### src/rtl/log2_pipe_pkg.sv
// Shared types and helpers for the pipelined floor/ceil log2 unit.
// The LOG2_PIPE_CEIL_EN macro enables ceil rounding in final_log().
package log2_pkg;

    // Payload fields are sized for the widest supported operand (128 bits).
    // Narrower builds leave the upper bits at zero, and synthesis removes them.
    localparam int MAX_LOG_W = 7;
    localparam int MAX_PAD   = 1 << MAX_LOG_W;

    typedef struct packed {
        logic                 valid;
        logic [MAX_LOG_W-1:0] res;
        logic [MAX_PAD-1:0]   win;
        logic                 zero;
        logic                 npow2;
        logic                 ceil;
    } stage_t;

    function automatic int pad_width(input int width);
        return 1 << $clog2(width);
    endfunction

    function automatic logic [MAX_LOG_W:0] final_log(input stage_t p);
        logic [MAX_LOG_W:0] r;
        r = {1'b0, p.res};
`ifdef LOG2_PIPE_CEIL_EN
        if (p.ceil && p.npow2 && !p.zero) begin
            r = r + (MAX_LOG_W+1)'(1);
        end
`endif
        return r;
    endfunction

endpackage

### src/rtl/log2_pipe_if.sv
// Operand/result handshake bundle for log2_pipe.
// The ceil_mode signal exists only when LOG2_PIPE_CEIL_EN is defined.
interface log2_pipe_if #(
    parameter int WIDTH = 8
);
    localparam int LOG_W = $clog2(WIDTH);

    logic             in_valid;
    logic             in_ready;
    logic [WIDTH-1:0] in_data;
`ifdef LOG2_PIPE_CEIL_EN
    logic             ceil_mode;
`endif
    logic             out_valid;
    logic             out_ready;
    logic [LOG_W:0]   out_log;
    logic             out_zero;
    logic             busy;

`ifdef LOG2_PIPE_CEIL_EN
    modport master (
        output in_valid, in_data, ceil_mode, out_ready,
        input  in_ready, out_valid, out_log, out_zero, busy
    );
    modport slave (
        input  in_valid, in_data, ceil_mode, out_ready,
        output in_ready, out_valid, out_log, out_zero, busy
    );
`else
    modport master (
        output in_valid, in_data, out_ready,
        input  in_ready, out_valid, out_log, out_zero, busy
    );
    modport slave (
        input  in_valid, in_data, out_ready,
        output in_ready, out_valid, out_log, out_zero, busy
    );
`endif

endinterface

### src/rtl/log2_pipe_stage.sv
// One binary-search stage.  Stage K halves a window of 2^(LOG_W-K) bits
// and resolves result bit LOG_W-1-K.  It holds its payload while downstream stalls.
module log2_stage
    import log2_pkg::*;
#(
    parameter int LOG_W = 3,
    parameter int K     = 0
) (
    input  logic   clk,
    input  logic   rst_n,
    input  stage_t in_pl,
    input  logic   dn_ready,
    output logic   up_ready,
    output stage_t out_pl
);
    localparam int HALF = 1 << (LOG_W - K - 1);
    localparam int BIT  = LOG_W - 1 - K;
    localparam logic [MAX_PAD-1:0] LO_MASK = (MAX_PAD'(1) << HALF) - MAX_PAD'(1);

    logic   upper;
    stage_t nxt;

    assign up_ready = !out_pl.valid || dn_ready;

    // Bits above the current window are always zero, so a plain shift isolates the upper half.
    always_comb begin
        nxt     = in_pl;
        upper   = (in_pl.win >> HALF) != '0;
        nxt.win = upper ? (in_pl.win >> HALF) : (in_pl.win & LO_MASK);
        nxt.res = in_pl.res | (MAX_LOG_W'(upper) << BIT);
    end

    always_ff @(posedge clk or negedge rst_n) begin
        if (!rst_n) begin
            out_pl <= '0;
        end else if (up_ready) begin
            out_pl <= nxt;
        end
    end

endmodule

### src/rtl/log2_pipe.sv
// Pipelined leading-one (floor log2) unit with valid/ready handshakes on both sides.
// When LOG2_PIPE_CEIL_EN is defined, a per-operand ceil_mode selects ceil rounding.
module log2_pipe
    import log2_pkg::*;
#(
    parameter int WIDTH = 8,
    parameter int LOG_W = $clog2(WIDTH)
) (
    input logic       clk,
    input logic       rst_n,
    log2_pipe_if.slave bus
);
    localparam int PAD = pad_width(WIDTH);

    stage_t             entry;
    stage_t             pl_q [LOG_W];
    logic [LOG_W:0]     rdy;
    logic [MAX_LOG_W:0] log_full;
    logic               busy_c;

    // The operand is zero-extended to the padded power-of-two width on entry.
    always_comb begin
        entry       = '0;
        entry.valid = bus.in_valid;
        entry.win   = MAX_PAD'(PAD'(bus.in_data));
        entry.zero  = bus.in_data == '0;
`ifdef LOG2_PIPE_CEIL_EN
        entry.npow2 = (bus.in_data & (bus.in_data - WIDTH'(1))) != '0;
        entry.ceil  = bus.ceil_mode;
`endif
    end

    assign rdy[LOG_W] = bus.out_ready;
    assign bus.in_ready = rdy[0];

    for (genvar k = 0; k < LOG_W; k++) begin : g_stage
        stage_t stage_in;
        if (k == 0) begin : g_first
            assign stage_in = entry;
        end else begin : g_rest
            assign stage_in = pl_q[k-1];
        end
        log2_stage #(
            .LOG_W (LOG_W),
            .K     (k)
        ) u_stage (
            .clk      (clk),
            .rst_n    (rst_n),
            .in_pl    (stage_in),
            .dn_ready (rdy[k+1]),
            .up_ready (rdy[k]),
            .out_pl   (pl_q[k])
        );
    end

    always_comb begin
        busy_c = 1'b0;
        for (int k = 0; k < LOG_W; k++) begin
            busy_c = busy_c | pl_q[k].valid;
        end
    end

    assign log_full      = final_log(pl_q[LOG_W-1]);
    assign bus.out_log   = (LOG_W+1)'(log_full);
    assign bus.out_zero  = pl_q[LOG_W-1].zero;
    assign bus.out_valid = pl_q[LOG_W-1].valid;
    assign bus.busy      = busy_c;

endmodule

### src/flat_wrapper.sv
// flat-port wrapper written by rule: the top's interface ports become plain ports
module log2_pipe_flat import log2_pkg::*;
#(
    parameter int WIDTH = 8,
    parameter int LOG_W = $clog2(WIDTH)
)
  (clk, rst_n, bus_in_valid, bus_in_data, bus_out_ready, bus_in_ready, bus_out_valid, bus_out_log, bus_out_zero, bus_busy);
  log2_pipe_if #(.WIDTH(WIDTH)) bus_i ();
  input logic clk;
  input logic rst_n;
  input wire logic [$bits(bus_i.in_valid)-1:0] bus_in_valid;
  input wire logic [$bits(bus_i.in_data)-1:0] bus_in_data;
  input wire logic [$bits(bus_i.out_ready)-1:0] bus_out_ready;
  output wire logic [$bits(bus_i.in_ready)-1:0] bus_in_ready;
  output wire logic [$bits(bus_i.out_valid)-1:0] bus_out_valid;
  output wire logic [$bits(bus_i.out_log)-1:0] bus_out_log;
  output wire logic [$bits(bus_i.out_zero)-1:0] bus_out_zero;
  output wire logic [$bits(bus_i.busy)-1:0] bus_busy;
  assign bus_i.in_valid = bus_in_valid;
  assign bus_i.in_data = bus_in_data;
  assign bus_i.out_ready = bus_out_ready;
  assign bus_in_ready = bus_i.in_ready;
  assign bus_out_valid = bus_i.out_valid;
  assign bus_out_log = bus_i.out_log;
  assign bus_out_zero = bus_i.out_zero;
  assign bus_busy = bus_i.busy;
  log2_pipe #(.WIDTH(WIDTH), .LOG_W(LOG_W)) u_core (.clk(clk), .rst_n(rst_n), .bus(bus_i));
endmodule
### config.mk
export PLATFORM = sky130hd
export DESIGN_NAME = log2_pipe_flat
export DESIGN_NICKNAME = d
export VERILOG_FILES = /design/src/rtl/log2_pipe_pkg.sv /design/src/rtl/log2_pipe_if.sv /design/src/rtl/log2_pipe_stage.sv /design/src/rtl/log2_pipe.sv /design/src/flat_wrapper.sv
export SDC_FILE = /design/constraint.sdc
export NUM_CORES = 1
export LEC_CHECK = 0
export CAP_MARGIN = 20
export CORE_AREA = 2 2 44 46
export DETAILED_ROUTE_END_ITERATION = 8
export DIE_AREA = 0 0 46 48
export GPL_ROUTABILITY_DRIVEN = 0
export GPL_TIMING_DRIVEN = 0
export MAX_ROUTING_LAYER = met4
export PLACE_DENSITY = 0.77
export SYNTH_ARGS = -nofsm -noshare
export SYNTH_HDL_FRONTEND = slang
export SYNTH_SLANG_ARGS = --single-unit
### constraint.sdc
create_clock -name clk -period 2.2 [get_ports clk]
set_input_delay 0.22 -clock clk [delete_from_list [all_inputs] [get_ports clk]]
set_output_delay 0.22 -clock clk [all_outputs]
set_load 0.01 [all_outputs]
==> results.toml, run 1 <==
[floorplanning]
die_h_um = 48
coreArea_um2 = 1690
initial_core_util_pct = 38.7
ios = 20
row_count = 15
die_x_um = 46
die_area_um2 = 2210

[timing]
clock.fmax_mhz = 534
tightest_slew_ns = 0.679
finalHoldViolCount = 0
tns_ns = 0
period_needed_ns = 1.87
clock_skew_ns = 0.00475
fin_crit_sh_pct = 85.2
slew_headroom_pct = 54.6
fin_ws_ns = 0.326
drv_slew = 0
rsz0062_at_grt = "false"
setup_viol = 0

[clocking]
cts_setup_buffers = 0
cts.path.max_buffers = 2
cts_resized = 0
cts_buffers = 3
cts_root_buf = "clkbuf_4"
hold_buffers = 0
cts.clk_slew.worst_paths_ns = 0.08
cts.sinks = 16
htreeDepth = 1
clock_latency_ns = 0.27
cts_tree = "yes"

[setup_path]
r2r-start = "u_core.g_stage[2].u_stage.out_pl[138]$_DFFE_PN0P_"
startpoint_type = "primary input"
timing.rr.end = "u_core.g_stage[1].u_stage.out_pl[133]$_DFFE_PN0P_"
worst_ep_arrival_time_ns = 1.65
worst-r2r-setup-slack_ns = 1.04
cp-startpoint = "bus_out_ready"
path_class = "in2out"
r2r_cells = 2
cp-end-kind = "output pin"
critPathRequiredTime_ns = 1.98
cp_max_fo = 10

[power_and_ir_drop]
switching_share_pct = 23.8
p_sw_mw = 0.140
powerDensity_nw_per_um2 = 669
clkPwrFrac_pct = 24.3
peakVddDrop_mv = 0.255
power_frac_seq_pct = 57.4
p_total_mw = 0.587
p_int_mw = 0.447
power.leakage_nw = 0.348
p_comb_share_pct = 18.3

[drt]
drtIter0Drc = 3
postRouteAntennaNets = 0
vias = 492
viasPerCell = 5.29
drc = 0
drt_first_pass_iters = 4
avgRoutedWirePerCell_um = 11.7
wirelength_um = 1090

[synth]
ys_ff_latch = 16
syn_avg_cell_area_um2 = 11.9
synth_top_cell_area_share_pct = 61.3
synth.distinct_cells = 16
syn_nets = 67
yosys.area.top_type = "dfrtp_1"
synthCells = 55
synth_warnings = 0
yosysSeqAreaShare_pct = 61.3
synth_area_um2 = 653
synth.area.top_cells = "dfrtp_1, mux2_2, a21oi_1, nor2_1, nand2b_1"

[placed_design]
dp.cells = 90
placed_area_um2 = 855
preCtsSetupSlack_ns = 0.323
io_buffers = 18

[global_routing]
grt.overflow.total = 0
antenna_found_initial = 0
grt_max_degree = 17
grt_pass1_vias = 467
grt_first_pass_wirelength_um = 1850
gr-usage-all-layers_pct = 12.2

[final_layout]
reg_top3 = "u_core.g_stage.u_stage.out_pl: 16 flops"
largest_register_ffs = 16
nNetsFinal = 90
layout_commonest_cell = "clkdlybuf4s50_1"
drive_above_1_share_pct = 15.8
area_growth_pct = 34.3
diodes = 0
top_register = "u_core.g_stage.u_stage.out_pl"
finalNonFillerCells = 93
postLayoutCellArea_um2 = 877
final_cell_mix = "clkdlybuf4s50_1, dfrtp_1, a21oi_1, nor2_1, mux2_2"

[outcome]
status = "finished, final reports clean"

[worst_hold_path]
hp-class = "in2async"

[run]
cap_violations = 0
[logic make-up (layout without fill, tap and decap cells)]
| logic type | count (synthesis) | after routing | share of synthesized area [%] |
|---|---|---|---|
| and+or+nand+nor | 17 | 17 | 16.3 |
| DFF | 16 | 16 | 61.3 |
| AOI/OAI and AO/OA | 11 | 11 | 8.43 |
| muxes | 6 | 6 | 10.3 |
| buffers and inverters | 4 | 25 | 3.07 |
| other | 1 | 1 | 0.574 |
[power groups by stage]
stage,Combinational [mW],Clock [mW],Sequential [mW]
after floorplan,0.0433,0,0.345
after global placement,0.106,0,0.342
after detailed placement,0.109,0,0.343
after CTS,0.109,0.150,0.337
after global routing,0.119,0.157,0.341
final,0.107,0.142,0.337
[metrics by stage]
step                      hold slack [ns]  util [%]
after CTS                           0.376      51.9
after detailed placement            0.478      50.6
final                               0.353      51.9
after global routing                0.395      51.9
after global placement              0.467      50.6
after floorplan                   -0.0756         -
[cells in the mapped netlist]
| cell type | n |
|---|---|
| nand2b_1 | 4 |
| mux2_2 | 6 |
| nand3_1 | 1 |
| nor4_1 | 1 |
| dfrtp_1 | 16 |
| nor2_1 | 7 |
| conb_1 | 1 |
| nand3b_1 | 1 |
| inv_1 | 2 |
| nor4_4 | 1 |
| buf_2 | 1 |
| buf_4 | 1 |
| or3_1 | 1 |
| a21oi_1 | 10 |
| o21ai_0 | 1 |
| nand4b_1 | 1 |
[worst max-delay path: stages]
cell and delay (ns):
clkdlybuf4s50_1 0.48, nand4b_1 0.17, buf_2 0.22, clkdlybuf4s50_1 0.56
[cell type report]
class,instances,area (um2)
fillers,152,812
clock buffers,3,22.5
plain buffers,2,12.5
multi-input cells,35,233
well taps,17,21.3
flip-flops and latches,16,400
repair buffers,18,180
inverters,2,7.51
[worst max path at each step]
stage                     slack, ns                                           endpoint  cells past startpoint
after CTS                      0.32                                       bus_in_ready                      4
after floorplan                1.09  u_core.g_stage[1].u_stage.out_pl[133]$_DFFE_PN0P_                      2
after global routing           0.22                                       bus_in_ready                      4
after global placement         0.35                                       bus_in_ready                      4
after detailed placement       0.32                                       bus_in_ready                      4
final                          0.33                                       bus_in_ready                      4
[per-layer routing]
layer | vias up | routed length [um] | GRT usage [%]
li1 | 234 | - | -
met1 | 242 | 462 | 13.6
met2 | 16 | 570 | 21.1
met3 | 0 | 57 | 1.13
met4 | 0 | 0 | 6.86
met5 | - | 0 | -
Power figures use the tool's default switching activity.
==> run 2, diff against run 1 <==
- SLEW_MARGIN: not set -> 40
==> results of run 2 <==
No change in the layout: final DEF, timing and power equal those of run 1.
==> patch (settings of run 2) <==
`WIDTH` is set to 8 in 3 places; all go to 4.
--- a/src/rtl/log2_pipe_if.sv
+++ b/src/rtl/log2_pipe_if.sv
@@ -3,3 +3,3 @@
 interface log2_pipe_if #(
-    parameter int WIDTH = 8
+    parameter int WIDTH = 4
 );
--- a/src/rtl/log2_pipe.sv
+++ b/src/rtl/log2_pipe.sv
@@ -5,3 +5,3 @@
 #(
-    parameter int WIDTH = 8,
+    parameter int WIDTH = 4,
     parameter int LOG_W = $clog2(WIDTH)
--- a/src/flat_wrapper.sv
+++ b/src/flat_wrapper.sv
@@ -3,3 +3,3 @@
 #(
-    parameter int WIDTH = 8,
+    parameter int WIDTH = 4,
     parameter int LOG_W = $clog2(WIDTH)
Interface: changed (resized bus_in_data and bus_out_log); port bits go from 20 to 15. No check against the original RTL was run, so the function may have changed too.
==> patch against run 2 <==
  * Sequential cell count shrank 8
  * Largest power group unchanged
  * Synthesized cell count down 51%
  * Synthesized area is 46% lower
  * Worst setup slack better by 180 ps
  * Sequential power down 50%
  * Routed wire length fell by 43%
  * Cell count decreased by 35%
  * Final area is 40% lower
  * Total power down 41%
  * Clock power down 23%
==> patch: results (changes against run 2) <==
largest net degree at the start of global routing - 9 (-8)
Nets - 53 (-41%)
worst-skew pair later-pin latency - 250 ps (-20 ps)
Reg2Reg Setup Slack - 1110 ps (+70 ps)
Commonest cells post-synth - 8 x dfrtp_1, 4 x mux2_1, 4 x nand2b_1
Synth Area in Compound Gates - 1.78% (-6.6 points)
Clock Pin Slew Worst Setup and Hold Paths - 50 ps (-30 ps)
largest registers - u_core.g_stage.u_stage.out_pl: 8 flops
leakage power - 0.000237 µW (-32%)
run status - complete, no violations
vias in the first global route - 237 (-49%)
CP Max Fanout - 5 (-5)
Synth cell types - 13 (-3)
gr usage total - 7.52% (-4.6 points)
top post-synthesis cells by area - dfrtp_1 57%, mux2_1 13%, nand2b_1 7.1%
mux share of post-synthesis cell area - 15.7% (+5.3 points)
buffering overhead - 26.2% (+4.2 points)
worst-case clock skew - 4.12 ps (-0.628 ps)
sequential-to-total area share from yosys stat - 56.9% (-4.4 points)
final setup margin - 508 ps (+181 ps)
critical path arrival - 1470 ps (-180 ps)
CP Capture Point - bus_busy
Worst Setup SP - u_core.g_stage[1].u_stage.out_pl[138]$_DFFE_PN0P_
DP Worst Slack - 541 ps (+218 ps)
IO Port Bufs - 13 (-5)
Initial DRC Count - 2 (-1)
Seq area share - 38.1% (-7.6 points)
post-DR wirelength/cell - 10.4 µm (-11%)
CP max stage delay - 480 ps (-80 ps)
Worst IR Drop VDD - 194 µV (-24%)
fraction of area in multi-input gates - 26.0% (-0.58 points)
bufs w/o clock - 14 (-30%)
Layout clock area frac - 4.29% (+1.7 points)
Crit Reg-Reg Endpoint - u_core.g_stage[1].u_stage.out_pl[132]$_DFFE_PN0P_
XOR/XNOR Fraction of Synth Area - 0% (unchanged)
via/cell ratio - 4.22 (-20%)
syn_nets - 35 (-48%)
multi-input gates - 16 (-54%)
[patch: through the flow]
| step | power, µW | utilization (%) | hold WS (ps) | std cells | cell area [µm²] |
|---|---|---|---|---|---|
| floorplan | 199 | - | -75.6 | 27 | 352 |
| global placement | 238 | 29.8 | 473 | 57 | 503 |
| detailed placement | 240 | 29.8 | 482 | 57 | 503 |
| CTS | 353 | 31.1 | 248 | 60 | 526 |
| global route | 368 | 31.1 | 266 | 60 | 526 |
| finish | 346 | 31.1 | 246 | 60 | 526 |
[patch: routing by layer]
metal | share of wire (%) | track usage (%)
met4 | 0 | 5.14
met2 | 43 | 9.17
met5 | 0 | -
met1 | 49 | 8.92
met3 | 8.0 | 4.53
[patch: power by group]
group,switching [µW],total [µW],internal (µW)
logic,24.2,66.4,42.3
registers,9.25,170,161
clock network,47.4,110,62.3
total,80.8,346,265
[patch: critical path: cells and delay by family, from the launching register on]
kind                   cells  cell delay (ps)
AND/OR/NAND/NOR            1              310
buffers and inverters      1              480
flip-flops                 1              430
